==> src/rtl/addr_map_pkg.sv <==
// Fixed 6502 system memory map: region bounds, region encoding and the address-to-region decode.
package addr_map_pkg;

  localparam int unsigned ADDR_W  = 16;
  localparam int unsigned COUNT_W = 8;

  localparam logic [ADDR_W-1:0] SDRAM_END     = 16'h7FEF;
  localparam logic [ADDR_W-1:0] HEX_BASE      = 16'h7FF0;
  localparam logic [ADDR_W-1:0] UART_BASE     = 16'h7FF4;
  localparam logic [ADDR_W-1:0] BOARD_IO_ADDR = 16'h7FF6;
  localparam logic [ADDR_W-1:0] IRQ_ADDR      = 16'h7FFF;
  localparam logic [ADDR_W-1:0] ROM_BASE      = 16'h8000;

  typedef enum logic [2:0] {
    REG_SDRAM,
    REG_HEX,
    REG_UART,
    REG_BOARD_IO,
    REG_IRQ,
    REG_ROM,
    REG_NONE
  } region_t;

  // Ordered compare chain; 0x7FF7..0x7FFE falls through to the I/O hole.
  function automatic region_t decode_region(input logic [ADDR_W-1:0] a);
    region_t r;
    if (a >= ROM_BASE)           r = REG_ROM;
    else if (a <= SDRAM_END)     r = REG_SDRAM;
    else if (a < HEX_BASE)       r = REG_NONE;
    else if (a < UART_BASE)      r = REG_HEX;
    else if (a < BOARD_IO_ADDR)  r = REG_UART;
    else if (a == BOARD_IO_ADDR) r = REG_BOARD_IO;
    else if (a == IRQ_ADDR)      r = REG_IRQ;
    else                         r = REG_NONE;
    return r;
  endfunction

endpackage

==> src/rtl/addr_decode_unit_if.sv <==
// CPU-address-side bundle of the address decoder: address/access in, selects and fault monitor out.
interface addr_decode_unit_if;
  import addr_map_pkg::*;

  logic [ADDR_W-1:0]  addr;
  logic               access;
  logic               sdram_cs;
  logic               hex_cs;
  logic               uart_cs;
  logic               board_io_cs;
  logic               irq_cs;
  logic               rom_cs;
  logic               unmapped;
  logic               fault_valid;
  logic [ADDR_W-1:0]  fault_addr;
  logic [COUNT_W-1:0] fault_count;

  modport master (
    output addr, access,
    input  sdram_cs, hex_cs, uart_cs, board_io_cs, irq_cs, rom_cs, unmapped,
    input  fault_valid, fault_addr, fault_count
  );

  modport slave (
    input  addr, access,
    output sdram_cs, hex_cs, uart_cs, board_io_cs, irq_cs, rom_cs, unmapped,
    output fault_valid, fault_addr, fault_count
  );
endinterface

==> src/rtl/addr_fault_mon.sv <==
// Records CPU accesses into the unmapped I/O hole: sticky flag, last address, saturating count.
module addr_fault_mon
  import addr_map_pkg::*;
(
  input  logic               clk,
  input  logic               rst_n,
  input  logic               access,
  input  logic               unmapped,
  input  logic [ADDR_W-1:0]  addr,
  output logic               fault_valid,
  output logic [ADDR_W-1:0]  fault_addr,
  output logic [COUNT_W-1:0] fault_count
);

  logic event_c;
  assign event_c = access && unmapped;

  // Reset wins over a coincident event; count holds once it reaches all-ones.
  always_ff @(posedge clk) begin
    if (!rst_n) begin
      fault_valid <= 1'b0;
      fault_addr  <= '0;
      fault_count <= '0;
    end else if (event_c) begin
      fault_valid <= 1'b1;
      fault_addr  <= addr;
      if (fault_count != {COUNT_W{1'b1}})
        fault_count <= fault_count + COUNT_W'(1);
    end
  end

endmodule

==> src/rtl/addr_decode_unit.sv <==
// 64 KiB 6502 address decoder with optional unmapped-access monitor.
// Monitor is built only when ADDR_DECODE_FAULT_MON_EN is defined; otherwise fault outputs are tied to 0.
module addr_decode_unit
  import addr_map_pkg::*;
(
  input  logic               clk,
  input  logic               rst_n,
  addr_decode_unit_if.slave  bus
);

  region_t region_c;

  always_comb begin
    region_c = decode_region(bus.addr);
  end

  // One-hot expansion of the region; selects depend on addr only.
  always_comb begin
    bus.sdram_cs    = 1'b0;
    bus.hex_cs      = 1'b0;
    bus.uart_cs     = 1'b0;
    bus.board_io_cs = 1'b0;
    bus.irq_cs      = 1'b0;
    bus.rom_cs      = 1'b0;
    bus.unmapped    = 1'b0;
    case (region_c)
      REG_SDRAM:    bus.sdram_cs    = 1'b1;
      REG_HEX:      bus.hex_cs      = 1'b1;
      REG_UART:     bus.uart_cs     = 1'b1;
      REG_BOARD_IO: bus.board_io_cs = 1'b1;
      REG_IRQ:      bus.irq_cs      = 1'b1;
      REG_ROM:      bus.rom_cs      = 1'b1;
      default:      bus.unmapped    = 1'b1;
    endcase
  end

`ifdef ADDR_DECODE_FAULT_MON_EN
  logic               fault_valid;
  logic [ADDR_W-1:0]  fault_addr;
  logic [COUNT_W-1:0] fault_count;

  addr_fault_mon u_fault_mon (
    .clk         (clk),
    .rst_n       (rst_n),
    .access      (bus.access),
    .unmapped    (bus.unmapped),
    .addr        (bus.addr),
    .fault_valid (fault_valid),
    .fault_addr  (fault_addr),
    .fault_count (fault_count)
  );

  assign bus.fault_valid = fault_valid;
  assign bus.fault_addr  = fault_addr;
  assign bus.fault_count = fault_count;
`else
  // Ports stay present for a uniform top level; their inputs are intentionally unused here.
  logic unused_mon_inputs;
  assign unused_mon_inputs = &{1'b0, clk, rst_n, bus.access};

  assign bus.fault_valid = 1'b0;
  assign bus.fault_addr  = '0;
  assign bus.fault_count = '0;
`endif

endmodule

==> src/flat_wrapper.sv <==
// flat-port wrapper written by rule: the top's interface ports become plain ports
module addr_decode_unit_flat import addr_map_pkg::*;
  (clk, rst_n, bus_addr, bus_access, bus_sdram_cs, bus_hex_cs, bus_uart_cs, bus_board_io_cs, bus_irq_cs, bus_rom_cs, bus_unmapped, bus_fault_valid, bus_fault_addr, bus_fault_count);
  addr_decode_unit_if bus_i ();
  input  logic clk;
  input  logic rst_n;
  input wire logic [$bits(bus_i.addr)-1:0] bus_addr;
  input wire logic [$bits(bus_i.access)-1:0] bus_access;
  output wire logic [$bits(bus_i.sdram_cs)-1:0] bus_sdram_cs;
  output wire logic [$bits(bus_i.hex_cs)-1:0] bus_hex_cs;
  output wire logic [$bits(bus_i.uart_cs)-1:0] bus_uart_cs;
  output wire logic [$bits(bus_i.board_io_cs)-1:0] bus_board_io_cs;
  output wire logic [$bits(bus_i.irq_cs)-1:0] bus_irq_cs;
  output wire logic [$bits(bus_i.rom_cs)-1:0] bus_rom_cs;
  output wire logic [$bits(bus_i.unmapped)-1:0] bus_unmapped;
  output wire logic [$bits(bus_i.fault_valid)-1:0] bus_fault_valid;
  output wire logic [$bits(bus_i.fault_addr)-1:0] bus_fault_addr;
  output wire logic [$bits(bus_i.fault_count)-1:0] bus_fault_count;
  assign bus_i.addr = bus_addr;
  assign bus_i.access = bus_access;
  assign bus_sdram_cs = bus_i.sdram_cs;
  assign bus_hex_cs = bus_i.hex_cs;
  assign bus_uart_cs = bus_i.uart_cs;
  assign bus_board_io_cs = bus_i.board_io_cs;
  assign bus_irq_cs = bus_i.irq_cs;
  assign bus_rom_cs = bus_i.rom_cs;
  assign bus_unmapped = bus_i.unmapped;
  assign bus_fault_valid = bus_i.fault_valid;
  assign bus_fault_addr = bus_i.fault_addr;
  assign bus_fault_count = bus_i.fault_count;
  addr_decode_unit u_core (.clk(clk), .rst_n(rst_n), .bus(bus_i));
endmodule
==> config.mk <==
export PLATFORM = sky130hd
export DESIGN_NAME = addr_decode_unit_flat
export DESIGN_NICKNAME = d
export VERILOG_FILES = /design/src/rtl/addr_map_pkg.sv /design/src/rtl/addr_decode_unit_if.sv /design/src/rtl/addr_fault_mon.sv /design/src/rtl/addr_decode_unit.sv /design/src/flat_wrapper.sv
export SDC_FILE = /design/constraint.sdc
export NUM_CORES = 1
export LEC_CHECK = 0
export ABC_AREA = 1
export CORE_MARGIN = 5
export CORE_UTILIZATION = 32
export DETAILED_ROUTE_END_ITERATION = 8
export GPL_ROUTABILITY_DRIVEN = 0
export PLACE_DENSITY = 0.95
export RECOVER_POWER = 100
export SLEW_MARGIN = 25
export SYNTH_ARGS = -nofsm -noshare
export SYNTH_HDL_FRONTEND = slang
export SYNTH_SLANG_ARGS = --single-unit
==> constraint.sdc <==
create_clock -name vclk -period 1.4
set_input_delay 0.14 -clock vclk [all_inputs]
set_output_delay 0.14 -clock vclk [all_outputs]
set_load 0.02 [all_outputs]
==> tab_implementation.tex <==
\begin{tabular}{lr}
\hline
Metric & Value \\
\hline
\multicolumn{2}{l}{\textbf{Power}} \\
\quad Overall power of the completed layout & 0.182 mW \\
\quad Static leakage & approximately 0.38 nW \\
\quad Sequential Power Share & 0\% \\
\quad Net switching power & roughly 0.12 mW \\
\quad Portion of total power attributed to combinational logic & 100.0\% \\
\quad Peak ir drop on the vdd network & 0.000113 V \\
\quad Ratio of total power to cell area & between 200 and 300 nW/um2 \\
\quad Internal & $\sim$0.06 mW \\
\quad Power share of the clock group & 0\% \\
\quad Switching share of power & between 60 and 70\% \\
\multicolumn{2}{l}{\textbf{Finish}} \\
\quad Register area & 0 um2 \\
\quad Filler Cell Count & approximately 160 \\
\quad P\&R area growth vs syn & 45.2\% \\
\quad Antenna diode instance count & 0 \\
\quad Layout clock buffers & 0 \\
\quad Share of final-layout standard cells stronger than drive strength 1 & between 30\% and 40\% \\
\quad Layout Nets & 135 \\
\quad Seq cells & 0 \\
\quad Core utilization of the finished layout & between 40\% and 50\% \\
\multicolumn{2}{l}{\textbf{Min path}} \\
\quad HP Start & bus\_addr[15] \\
\quad Number of cells on the worst hold path & 7 \\
\quad Worst hold path class & in2out \\
\quad Capture endpoint of the worst hold path & bus\_unmapped \\
\multicolumn{2}{l}{\textbf{Floorplan}} \\
\quad Chip Height & between 40 and 50 um \\
\quad Floorplan die width & 48.7 um \\
\quad Effective utilization at floorplan & about a third \\
\quad Std-Cell Core Area & 1450 um2 \\
\quad I/O Pins & 51 \\
\quad Die Area & $\sim$2400 um2 \\
\quad Placement row count & 14 \\
\multicolumn{2}{l}{\textbf{Critical path}} \\
\quad Critical Setup Path Class & in2out \\
\quad Critical Path Slowest Stage Cell & dlygate4sd2\_1 \\
\quad Critical Path RT & about 1300 ps \\
\quad Count of buffer and inverter cells on the critical path & 2 \\
\quad Kind of start point of the critical path & input pin \\
\quad Worst Path Arrival & 1220 ps \\
\quad Stage delay of the slowest cell on the critical path & 240 ps \\
\quad Cell with the most instances on the worst path & nand2\_2 \\
\quad Cells traversed along the worst timing path & dlygate4sd2\_1, nand2\_2, nor2\_2, nand2\_2, nor2\_4, nand2\_2, and2\_4, nor2\_4, buf\_6 \\
\quad CP Max Fanout & 2 \\
\quad Top Family by Delay on Critical Path & simple AND/OR/NAND/NOR gates \\
\quad CP endpoint kind & output pin \\
\multicolumn{2}{l}{\textbf{STA}} \\
\quad Clock period minus final worst setup slack & around 1400 ps \\
\quad Upper clock frequency limit & approximately 740 MHz \\
\quad Total negative slack & 0 ps \\
\quad Pins Over Slew Limit & 0 \\
\quad Count of endpoints failing setup in the final report & 0 \\
\quad Crit share post-route & between 90\% and 100\% \\
\quad Setup repair after global routing missed its margin & true \\
\quad Setup ws final & just over 40 ps \\
\quad Endpoints failing hold & 0 \\
\multicolumn{2}{l}{\textbf{Route}} \\
\quad Antenna-violating nets left & 0 \\
\quad Violation count after the first detailed-routing iteration & 2 \\
\quad Routed via count divided by cell count & roughly 4 \\
\quad Final routed DRC violation total & 0 \\
\quad Final routed wirelength across all metal layers & between 1 and 1.5 mm \\
\quad Vias after detailed routing & around 510 \\
\quad Drt pass-1 iters & 4 \\
\quad Detailed-route wire length per cell & between 9 and 10 um \\
\multicolumn{2}{l}{\textbf{Place}} \\
\quad Port bufs & 23 \\
\quad Worst slack at placement & -693 ps \\
\quad HPWL Detailed & roughly 1.1 mm \\
\multicolumn{2}{l}{\textbf{Global routing}} \\
\quad Pin count of the biggest net entering global routing & 5 \\
\quad Number of global-route vias before repair & roughly 470 \\
\quad Number of antenna violations at the first check in global routing & 0 \\
\quad First-pass GRT wire length & roughly 2.1 mm \\
\quad Total global routing track utilization & around a tenth \\
\quad Aggregate global routing overflow & 0 \\
\multicolumn{2}{l}{\textbf{Synthesis}} \\
\quad Share of Yosys cell area claimed by the top area cell type & about two fifths \\
\quad Post-Synthesis Cell Area & 479 um2 \\
\quad Biggest area contributors in the synthesized netlist & buf\_4, nor2\_1, nand2\_1, inv\_1, nand2\_2 \\
\quad Synth area leader & buf\_4 \\
\quad Synth unique cells & 19 \\
\quad Instance count of the mapped netlist & 85 \\
\quad Average cell area after synthesis & 5.64 um2 \\
\quad Sequential share of the synthesized area & 0\% \\
\quad Count of yosys warnings during synthesis & 0 \\
\multicolumn{2}{l}{\textbf{Flow run}} \\
\quad Max Cap Violations & 0 \\
\multicolumn{2}{l}{\textbf{Status}} \\
\quad Status & complete, no violations \\
\multicolumn{2}{l}{\textbf{Clock network}} \\
\quad CTS Hold Bufs & 0 \\
\hline
\end{tabular}
-- synthesized netlist by cell type, drive strengths merged --
cell type  number
buf            25
nor2           18
nand2          16
inv            12
nand3           3
nand4           3
nor3            2
and2            1
clkbuf          1
conb            1
o211ai          1
o21ai           1
or2             1
-- placed cells by master, fill, tap and decap left out, drive strengths merged --
cell type / n
conb: 25
nor2: 18
nand2: 16
inv: 12
buf: 12
dlygate4sd2: 10
clkdlybuf4s15: 4
clkbuf: 4
nand4: 3
nand3: 3
nor3: 2
o21ai: 1
or2: 1
o211ai: 1
and2: 1
dlygate4sd3: 1
-- per-stage QoR --
| stage | hold WS (ps) | area [um2] | std cells |
|---|---|---|---|
| 6_report | 840 | 696 | 130 |
| 3_5_place_dp | 1340 | 681 | 129 |
| 5_1_grt | 891 | 696 | 130 |
| 3_3_place_gp | 1330 | 681 | 129 |
| 2_1_floorplan | 424 | 569 | 109 |
| 4_1_cts | 941 | 684 | 129 |
-- power groups by stage --
stage	clock [mW]	combinational [mW]	sequential, mW
finish	0	0.182	0
global route	0	0.197	0
CTS	0	0.174	0
detailed placement	0	0.182	0
global placement	0	0.179	0
floorplan	0	0.155	0
-- layout make-up --
| class | instances | area, um2 | area share (%) |
|---|---|---|---|
| Timing Repair Buffer | 31 | 250 | 36.0 |
| Tap cell | 16 | 20.0 | 2.88 |
| Multi-Input combinational cell | 71 | 375 | 54.0 |
| Inverter | 12 | 50.0 | 7.19 |
-- cell families (layout without fill, tap and decap cells) --
logic type,count (synthesis),after routing,share of synthesized area (%)
buffers and inverters,38,43,49.9
AOI/OAI and AO/OA,2,2,2.61
and+or+nand+nor,44,44,46.7
other,1,25,0.783
-- repair_timing --
item,in CTS,in global routing
buffers inserted,0,1
pin swaps,16,7
setup endpoints to repair,7,5
resized for setup,56,14
-- worst min-delay path: cells and delay by family --
family | cells | cell delay [ps]
simple gates | 5 | 280
buf+inv | 2 | 270
-- metal layers --
layer	part of all wire, %	vias up	wire (um)	GRT usage [%]
li1	-	265	-	-
met1	32	223	414	11.0
met2	61	20	794	22.0
met3	6.6	0	86	0.307
met4	0	0	0	0
met5	0	-	0	0
-- how the worst max path moves through the flow --
stage / slack (ps) / cells past startpoint / end / startpoint
final: 40 / 9 / bus_uart_cs / bus_addr[13]
after global routing: -50 / 9 / bus_hex_cs / bus_addr[2]
after CTS: 0.6 / 10 / bus_uart_cs / bus_addr[15]
after detailed placement: -690 / 10 / bus_uart_cs / bus_addr[15]
after global placement: -650 / 10 / bus_hex_cs / bus_addr[14]
after floorplan: 190 / 7 / bus_unmapped / bus_addr[11]
Power figures use the tool's default switching activity.
